<file path="src/rtl/legv8_multicycle_ctrl_pkg.sv">
// Shared definitions for the LEGv8 multi-cycle controller.
// Holds the opcode constants, FSM state encodings, datapath select codes,
// error codes and the opcode-classification record.
package legv8_multicycle_ctrl_pkg;

  // Full 11-bit opcodes (instruction[31:21])
  localparam logic [10:0] OP_ADD  = 11'b10001011000;
  localparam logic [10:0] OP_SUB  = 11'b11001011000;
  localparam logic [10:0] OP_AND  = 11'b10001010000;
  localparam logic [10:0] OP_ORR  = 11'b10101010000;
  localparam logic [10:0] OP_LDUR = 11'b11111000010;
  localparam logic [10:0] OP_STUR = 11'b11111000000;
  // CB- and B-format instructions are identified by a prefix only
  localparam logic [7:0]  OP_CBZ_PFX = 8'b10110100;  // opcode[10:3]
  localparam logic [5:0]  OP_B_PFX   = 6'b000101;    // opcode[10:5]

  typedef enum logic [3:0] {
    S_FETCH   = 4'd0,
    S_DECODE  = 4'd1,
    S_EX_R    = 4'd2,
    S_EX_ADDR = 4'd3,
    S_MEM_RD  = 4'd4,
    S_MEM_WR  = 4'd5,
    S_WB_R    = 4'd6,
    S_WB_LD   = 4'd7,
    S_BR_CBZ  = 4'd8,
    S_BR_B    = 4'd9,
    S_HALT    = 4'd10
  } state_e;

  localparam logic [1:0] ALU_OP_ADD   = 2'b00;
  localparam logic [1:0] ALU_OP_PASSB = 2'b01;
  localparam logic [1:0] ALU_OP_RTYPE = 2'b10;

  localparam logic [1:0] ALU_SRC_REG  = 2'b00;
  localparam logic [1:0] ALU_SRC_FOUR = 2'b01;
  localparam logic [1:0] ALU_SRC_IMM  = 2'b10;

  localparam logic [1:0] PC_SRC_SEQ = 2'b00;
  localparam logic [1:0] PC_SRC_BR  = 2'b01;

  localparam logic [1:0] ERR_NONE    = 2'b00;
  localparam logic [1:0] ERR_ILLEGAL = 2'b01;
  localparam logic [1:0] ERR_TIMEOUT = 2'b10;

  typedef struct packed {
    logic is_r;
    logic is_load;
    logic is_store;
    logic is_cbz;
    logic is_b;
    logic illegal;
  } op_class_t;

endpackage

</file>
<file path="src/rtl/legv8_multicycle_ctrl_opcode_class.sv">
// Combinational opcode classifier.
// Ports:
//   opcode_i  in  11  instruction[31:21]
//   cls_o     out     one-hot-or-illegal class record (op_class_t)
module legv8_opcode_class
  import legv8_multicycle_ctrl_pkg::*;
(
  input  logic [10:0] opcode_i,
  output op_class_t   cls_o
);

  always_comb begin
    cls_o          = '0;
    cls_o.is_r     = (opcode_i == OP_ADD) || (opcode_i == OP_SUB) ||
                     (opcode_i == OP_AND) || (opcode_i == OP_ORR);
    cls_o.is_load  = (opcode_i == OP_LDUR);
    cls_o.is_store = (opcode_i == OP_STUR);
    cls_o.is_cbz   = (opcode_i[10:3] == OP_CBZ_PFX);
    cls_o.is_b     = (opcode_i[10:5] == OP_B_PFX);
    cls_o.illegal  = !(cls_o.is_r || cls_o.is_load || cls_o.is_store ||
                       cls_o.is_cbz || cls_o.is_b);
  end

endmodule

</file>
<file path="src/rtl/legv8_multicycle_ctrl.sv">
// LEGv8 multi-cycle control FSM.
// Sequences fetch/decode/execute/memory/writeback over a single-port memory
// with a ready handshake, drives all datapath enables/selects, counts retired
// instructions and halts (sticky) on an illegal opcode or memory timeout.
// Ports:
//   clk, rst_n            clock, asynchronous active-low reset
//   opcode, zero          decoded opcode field, ALU zero flag
//   mem_ready             memory completes the current access this cycle
//   pc_write .. alu_op    datapath enables and selects
//   state                 current state (debug)
//   instr_done            pulse on the last cycle of each instruction
//   instr_count           retired-instruction counter (wraps)
//   halted, err_code      halt indication and cause
module legv8_multicycle_ctrl
  import legv8_multicycle_ctrl_pkg::*;
#(
  parameter int CNT_W   = 32,
  parameter int TIMEOUT = 16
) (
  input  logic             clk,
  input  logic             rst_n,
  input  logic [10:0]      opcode,
  input  logic             zero,
  input  logic             mem_ready,
  output logic             pc_write,
  output logic [1:0]       pc_src,
  output logic             iord,
  output logic             mem_read,
  output logic             mem_write,
  output logic             ir_write,
  output logic             reg2loc,
  output logic             reg_write,
  output logic             mem_to_reg,
  output logic [1:0]       alu_src_b,
  output logic [1:0]       alu_op,
  output logic [3:0]       state,
  output logic             instr_done,
  output logic [CNT_W-1:0] instr_count,
  output logic             halted,
  output logic [1:0]       err_code
);

  localparam int TMO_W = $clog2(TIMEOUT + 1);
  localparam logic [TMO_W-1:0] TMO_LAST = TMO_W'(TIMEOUT - 1);

  state_e           state_q, state_d;
  logic [TMO_W-1:0] tmo_q, tmo_d;
  logic [CNT_W-1:0] cnt_q;
  logic [1:0]       err_q, err_d;
  op_class_t        cls;

  legv8_opcode_class u_class (
    .opcode_i (opcode),
    .cls_o    (cls)
  );

  always_ff @(posedge clk or negedge rst_n) begin
    if (!rst_n) begin
      state_q <= S_FETCH;
      tmo_q   <= '0;
      cnt_q   <= '0;
      err_q   <= ERR_NONE;
    end else begin
      state_q <= state_d;
      tmo_q   <= tmo_d;
      err_q   <= err_d;
      if (instr_done) cnt_q <= cnt_q + CNT_W'(1);
    end
  end

  always_comb begin
    state_d    = state_q;
    err_d      = err_q;
    // The wait counter only advances while a memory state stalls; every other
    // cycle clears it, so it is always zero on entry to a memory state.
    tmo_d      = '0;
    pc_write   = 1'b0;
    pc_src     = PC_SRC_SEQ;
    iord       = 1'b0;
    mem_read   = 1'b0;
    mem_write  = 1'b0;
    ir_write   = 1'b0;
    reg2loc    = 1'b0;
    reg_write  = 1'b0;
    mem_to_reg = 1'b0;
    alu_src_b  = ALU_SRC_REG;
    alu_op     = ALU_OP_ADD;
    instr_done = 1'b0;

    case (state_q)
      S_FETCH: begin
        mem_read  = 1'b1;
        alu_src_b = ALU_SRC_FOUR;
        if (mem_ready) begin
          ir_write = 1'b1;
          pc_write = 1'b1;
          state_d  = S_DECODE;
        end else if (tmo_q == TMO_LAST) begin
          state_d = S_HALT;
          err_d   = ERR_TIMEOUT;
        end else begin
          tmo_d = tmo_q + TMO_W'(1);
        end
      end
      S_DECODE: begin
        reg2loc = cls.is_store | cls.is_cbz;
        if (cls.is_r)                         state_d = S_EX_R;
        else if (cls.is_load || cls.is_store) state_d = S_EX_ADDR;
        else if (cls.is_cbz)                  state_d = S_BR_CBZ;
        else if (cls.is_b)                    state_d = S_BR_B;
        else begin
          state_d = S_HALT;
          err_d   = ERR_ILLEGAL;
        end
      end
      S_EX_R: begin
        alu_src_b = ALU_SRC_REG;
        alu_op    = ALU_OP_RTYPE;
        state_d   = S_WB_R;
      end
      S_EX_ADDR: begin
        alu_src_b = ALU_SRC_IMM;
        state_d   = cls.is_store ? S_MEM_WR : S_MEM_RD;
      end
      S_MEM_RD: begin
        mem_read = 1'b1;
        iord     = 1'b1;
        if (mem_ready) begin
          state_d = S_WB_LD;
        end else if (tmo_q == TMO_LAST) begin
          state_d = S_HALT;
          err_d   = ERR_TIMEOUT;
        end else begin
          tmo_d = tmo_q + TMO_W'(1);
        end
      end
      S_MEM_WR: begin
        mem_write = 1'b1;
        iord      = 1'b1;
        reg2loc   = 1'b1;
        if (mem_ready) begin
          instr_done = 1'b1;
          state_d    = S_FETCH;
        end else if (tmo_q == TMO_LAST) begin
          state_d = S_HALT;
          err_d   = ERR_TIMEOUT;
        end else begin
          tmo_d = tmo_q + TMO_W'(1);
        end
      end
      S_WB_R: begin
        reg_write  = 1'b1;
        instr_done = 1'b1;
        state_d    = S_FETCH;
      end
      S_WB_LD: begin
        reg_write  = 1'b1;
        mem_to_reg = 1'b1;
        instr_done = 1'b1;
        state_d    = S_FETCH;
      end
      S_BR_CBZ: begin
        alu_op     = ALU_OP_PASSB;
        reg2loc    = 1'b1;
        pc_write   = zero;
        pc_src     = PC_SRC_BR;
        instr_done = 1'b1;
        state_d    = S_FETCH;
      end
      S_BR_B: begin
        pc_write   = 1'b1;
        pc_src     = PC_SRC_BR;
        instr_done = 1'b1;
        state_d    = S_FETCH;
      end
      S_HALT: begin
        state_d = S_HALT;
      end
      default: begin
        state_d = S_FETCH;
      end
    endcase

    // While reset is held the FSM sits in FETCH, but nothing may be requested.
    if (!rst_n) begin
      pc_write   = 1'b0;
      pc_src     = PC_SRC_SEQ;
      iord       = 1'b0;
      mem_read   = 1'b0;
      mem_write  = 1'b0;
      ir_write   = 1'b0;
      reg2loc    = 1'b0;
      reg_write  = 1'b0;
      mem_to_reg = 1'b0;
      alu_src_b  = ALU_SRC_REG;
      alu_op     = ALU_OP_ADD;
      instr_done = 1'b0;
    end
  end

  assign state       = state_q;
  assign instr_count = cnt_q;
  assign halted      = (state_q == S_HALT);
  assign err_code    = err_q;

endmodule
</file>
<file path="config.mk">
export PLATFORM = sky130hd
export DESIGN_NAME = legv8_multicycle_ctrl
export DESIGN_NICKNAME = d
export VERILOG_FILES = /design/src/rtl/legv8_multicycle_ctrl_pkg.sv /design/src/rtl/legv8_multicycle_ctrl_opcode_class.sv /design/src/rtl/legv8_multicycle_ctrl.sv
export SDC_FILE = /design/constraint.sdc
export NUM_CORES = 1
export LEC_CHECK = 0
export ABC_AREA = 0
export BUFFER_PORTS_ARGS = -buffer_cell sky130_fd_sc_hd__buf_2
export CORE_MARGIN = 8
export CORE_UTILIZATION = 49
export CTS_BUF_LIST = sky130_fd_sc_hd__clkbuf_4 sky130_fd_sc_hd__clkbuf_8
export DETAILED_ROUTE_END_ITERATION = 8
export HOLD_SLACK_MARGIN = 0.05
export PLACE_DENSITY = 0.83
export SYNTH_ARGS = -nofsm -noshare
export SYNTH_HDL_FRONTEND = slang
export SYNTH_SLANG_ARGS = --single-unit
</file>
<file path="constraint.sdc">
create_clock -name clk -period 1.4 [get_ports clk]
set_input_delay 0.21 -clock clk [delete_from_list [all_inputs] [get_ports clk]]
set_output_delay 0.21 -clock clk [all_outputs]
set_load 0.005 [all_outputs]
</file>
# Word-level counts from Yosys, hierarchy flattened
# Cells that the tools add are included.
# op_classes
add_sub_neg	2
eq_ne	25
muxes	45
bitwise_logic	1
reduce_logical	14
# op_table
op	n
11-bit == test (second input constant)	6
32-bit by 1-bit adder with 32-bit output (second input constant)	1
4-bit case mux with 7 select lines	1
4-bit two-way mux	6
2-bit two-way mux	11
1-bit two-way mux	18
4-bit by 3-bit == test with 1-bit output (second input constant)	4
5-bit two-way mux	3
4-bit == test (second input constant)	3
2-bit case mux with 2 select lines	3
2-bit inequality test (second input constant)	5
2-bit OR reduction	5
4-bit by 2-bit == test with 1-bit output (second input constant)	2
8-bit == test (second input constant)	1
7-bit AND reduction	1
6-bit by 3-bit == test with 1-bit output (second input constant)	1
5-bit by 1-bit adder with 5-bit output (second input constant)	1
5-bit by 4-bit == test with 1-bit output (second input constant)	1
4-bit by 1-bit == test with 1-bit output (second input constant)	1
4-bit logical NOT	1
1-bit logical OR	4
1-bit case mux with 2 select lines	2
4-bit OR reduction	1
1-bit case mux with 3 select lines	1
other kinds (4)	4
# totals
reg_bits	43
input_bits	15
word_cells	91

# Longest topological paths before layout
# logic_depth
word_depth	6
depth_mapped	6

# Hierarchy
# From an unflattened synthesis, not the netlist that was laid out.
# hier_totals
cells_unflattened	237
area_unflattened_um2	2312.2
# modules_own_cells
module	instances	cells_per_inst	area_per_inst_um2	seq_area_each_um2
legv8_multicycle_ctrl	1	219	2194.6	1076.0
legv8_opcode_class	1	18	117.6	0.0

# Least setup slack after synthesis
# No wires, ideal clock.
# synth_timing
path_kind	reg2reg
startpoint	register cnt_q[0] (netlist: instr_count[0])
endpoint	register cnt_q[30] (netlist: instr_count[30])
setup_time_ns	0.123
arrival_time_ns	1.410
setup_slack_ns	-0.133
stages_incl_launch_ff	6
period_less_slack_ns	1.533
cell_sequence	dfrtp_1 ha_1 nand4_1 nor4b_2 nand4_1 xnor2_1
# synth_via
elab_chain_len	1
# synth_lines
element	line	source
from (decl)	legv8_multicycle_ctrl.sv:48	logic [CNT_W-1:0] cnt_q;
from (signal assigned)	legv8_multicycle_ctrl.sv:67	if (instr_done) cnt_q <= cnt_q + CNT_W'(1);
32-bit by 1-bit adder with 32-bit output	legv8_multicycle_ctrl.sv:67	
# No other way between the ends.
# A chain may end at the register's enable or synchronous reset.

# Worst setup path in the final report
# layout_timing
startpoint	register state_q[2] (netlist: state[2])
endpoint	output port mem_write
# layout_via
elab_chain_len	3
# layout_lines
element	line	source
from (decl)	legv8_multicycle_ctrl.sv:46	state_e state_q, state_d;
from (signal assigned)	legv8_multicycle_ctrl.sv:64	state_q <= state_d;
4-bit by 3-bit == test with 1-bit output	legv8_multicycle_ctrl.sv:90	case (state_q)
1-bit two-way mux	legv8_multicycle_ctrl.sv:90	
1-bit two-way mux	legv8_multicycle_ctrl.sv:185	if (!rst_n) begin
to (decl)	legv8_multicycle_ctrl.sv:29	output logic mem_write,
# No other way between the ends.

==> results.md <==
- CTS Buf Count: 5
- Leak: 2.00 nW
- Vias in the first global route: 2700
- Die span in x: 86.3 um
- Final WL: 10.7 mm
- Vias/cell: 6.22
- Number of synthesized flops with an enable pin: 0
- First-pass GRT wire length: 13.6 mm
- Most frequent cells in the layout: 69 x buf_4, 65 x buf_2, 40 x dfrtp_1
- Non-Filler Instances: 454
- RSZ-0062 raised after global routing: yes
- Fmax: 547 MHz
- IO Count: 69
- Number of I/O port buffers: 67
- Worst path max stage delay: 0.49 ns
- HPWL after detailed placement: 4.97 mm
- H-tree levels: 2
- Final period util: 1.31
- Area grow syn2layout: 66.7%
- Worst-Skew Late Latency: 0.31 ns
- Layout cells sized above 1: 0.592
- Largest net degree at the start of global routing: 27
- Failing checks: setup timing
- CP endpoint kind: output port
- Post-synth net total: 249
- Worst min path class: input pin to flip-flop
- Final weighted congestion in routability-driven placement: 0.817
- Delay-heaviest family, CP: simple AND/OR/NAND/NOR gates
- Antenna violations before repair: 0
- Syn_area_per_cell: 10.4 um2
- Total GRT Usage: 0.231
- Worst Tran Pin Value: 0.744 ns
- Slew Limit Fails: 0
- Die H: 86.3 um
- Asr flop ratio synth: 1.00
- # rows: 25
- Die ar.: 0.00745 mm2
- Placed insts: 421
- Worst path required time: 1.19 ns
- Critical path's slowest cell: dfrtp_1
- Final hold violations: 0
- Final Cell Area: 0.00404 mm2
- Starting DRT DRC Count: 247
- Via count: 2826
- Mapped Cells: 232
- Clock skew: 0.00612 ns
- Clock Path Buffers: 2
- Ant diodes: 0
- Synthesized cell area: 0.00242 mm2
- Clk sink count: 43
- YS warnings: 0
- Fin crit period: 1.83 ns
- Max-cap violations: 0
- CTS clock-pin slew for the worst setup and hold paths: 0.08 ns
- Synth Flop Type: dfrtp_1
- Starting density of the core: 0.510
- WL/cell: 23.6 um
- Cell mode on critical path: nor2b_4
- Unique cell type count in the Yosys netlist: 53
- Drt pass-1 iters: 5
- Final setup viols: 57
- CP startpoint kind: flip-flop
- Drt drc: 0
- Run status: finished, violations left
- CP Class: flip-flop to output port
- Worst vdd ir: 0.920 mV
- Critical Path AT: 1.62 ns
- Slew headroom: 0.503
- Fin nets: 403
- PwrDens: 1400 mW/mm2
- Core area: 0.00475 mm2
- Global route overflow: 0
- #FFs+latches synth: 43
- CP bufs+invs: 2
- CTS root buf: clkbuf_8
- TritonCTS clock tree: yes
- Commonest non-fill, non-tap cell in the layout: buf_4
- R2R Setup Slk: -0.37 ns
- Critical Path Fanout Max: 5
- Final worst slack: -0.430 ns
- CP Cell Sequence: buf_6 > nor2b_4 > nor2b_4 > and2_1 > buf_2
- Antenna Nets Post-Route: 0
- Register area share after synthesis: 0.444
- Placed Area: 0.00336 mm2
[routing by layer]
metal | GRT usage | share of wire | up-vias
met5 | 0 | 0 | -
met4 | 0.142 | 0.066 | 0
met3 | 0.0614 | 0.083 | 66
met2 | 0.396 | 0.50 | 213
met1 | 0.249 | 0.35 | 1388
li1 | - | - | 1159
[power breakdown]
part	total [mW]	switching, mW	internal, mW
clock network	1.18	0.450	0.733
registers	1.62	0.217	1.40
logic	2.86	1.37	1.49
total	5.66	2.04	3.63
[tightest hold or removal path, delay by kind of cell]
| family | cells | cell delay (ns) |
|---|---|---|
| and+or+nand+nor | 1 | 0.04 |
| buffers and inverters | 1 | 0.09 |
| AOI/OAI and AO/OA | 2 | 0.28 |
[path summary, 6_finish.rpt]
check	from	to	depth (start not counted)
max	state[2]	mem_write	5
min	opcode[10]	state[0]	4
max reg2reg	state[2]	instr_count[18]	7
min reg2reg	instr_count[31]	instr_count[31]	1
max in group asynchronous	rst_n	instr_count[26]	3
min in group asynchronous	rst_n	instr_count[3]	3
[cells in the mapped netlist (3+ instances only)]
master,count,share of area
dfrtp_1,43,0.44
xnor2_1,31,0.11
nand4_1,21,0.054
nand3_1,15,0.031
nand2_1,14,0.022
nor2_1,11,0.017
and3_1,9,0.023
nor3_1,8,0.017
a21oi_1,4,0.0083
and2_1,4,0.010
o21ai_1,4,0.0083
buf_2,3,0.0062
buf_6,3,0.014
clkbuf_1,3,0.0046
inv_1,3,0.0046
nand2b_1,3,0.0077
nor2b_1,3,0.0077
nor3_2,3,0.012
[stage by stage]
stage / total power, mW / setup TNS, ns / util / worst slack [ns] / hold slack, ns
2_1_floorplan: 2.50 / -1.77 / - / -0.130 / -0.0856
3_3_place_gp: 3.28 / -0.541 / 0.706 / -0.0702 / 0.298
3_5_place_dp: 3.33 / -1.84 / 0.706 / -0.158 / 0.313
4_1_cts: 4.96 / -6.89 / 0.787 / -0.282 / 0.325
5_1_grt: 5.86 / -15.97 / 0.850 / -0.450 / 0.406
6_report: 5.66 / -13.84 / 0.850 / -0.430 / 0.370
[sequential cells by signal, indices dropped and copies added (netlist names)]
| name | count |
|---|---|
| state | 4 |
| tmo_q | 5 |
| err_code | 2 |
| instr_count | 32 |
[cell families after synthesis]
| logic type | count (synthesis) | share of synthesized area |
|---|---|---|
| other cells | 1 | 0.00155 |
| fa+ha+maj | 2 | 0.0103 |
| compound gates | 22 | 0.0656 |
| xor+xnor | 33 | 0.119 |
| buf+inv | 14 | 0.0341 |
| simple gates | 114 | 0.312 |
| flops | 43 | 0.444 |
| mux | 3 | 0.0129 |
[area by class of cell]
class                      instances  area, um2
inverter                           4       15.0
clock buffer                       6       76.3
multi-input combinational        175       1580
clock inverter                     2       60.1
fill                             221        714
timing repair buffer             157       1150
tap                               67       83.8
sequential                        43       1080
[repair_timing]
action	in CTS	in global routing
hold buffers	2	0
endpoints found under the hold margin	43	0
pin swaps	32	24
setup buffers	11	11
setup endpoints to repair	47	58
resized for setup	26	44
cloned	2	0
Note: power is estimated with default switching activity, not from simulation.
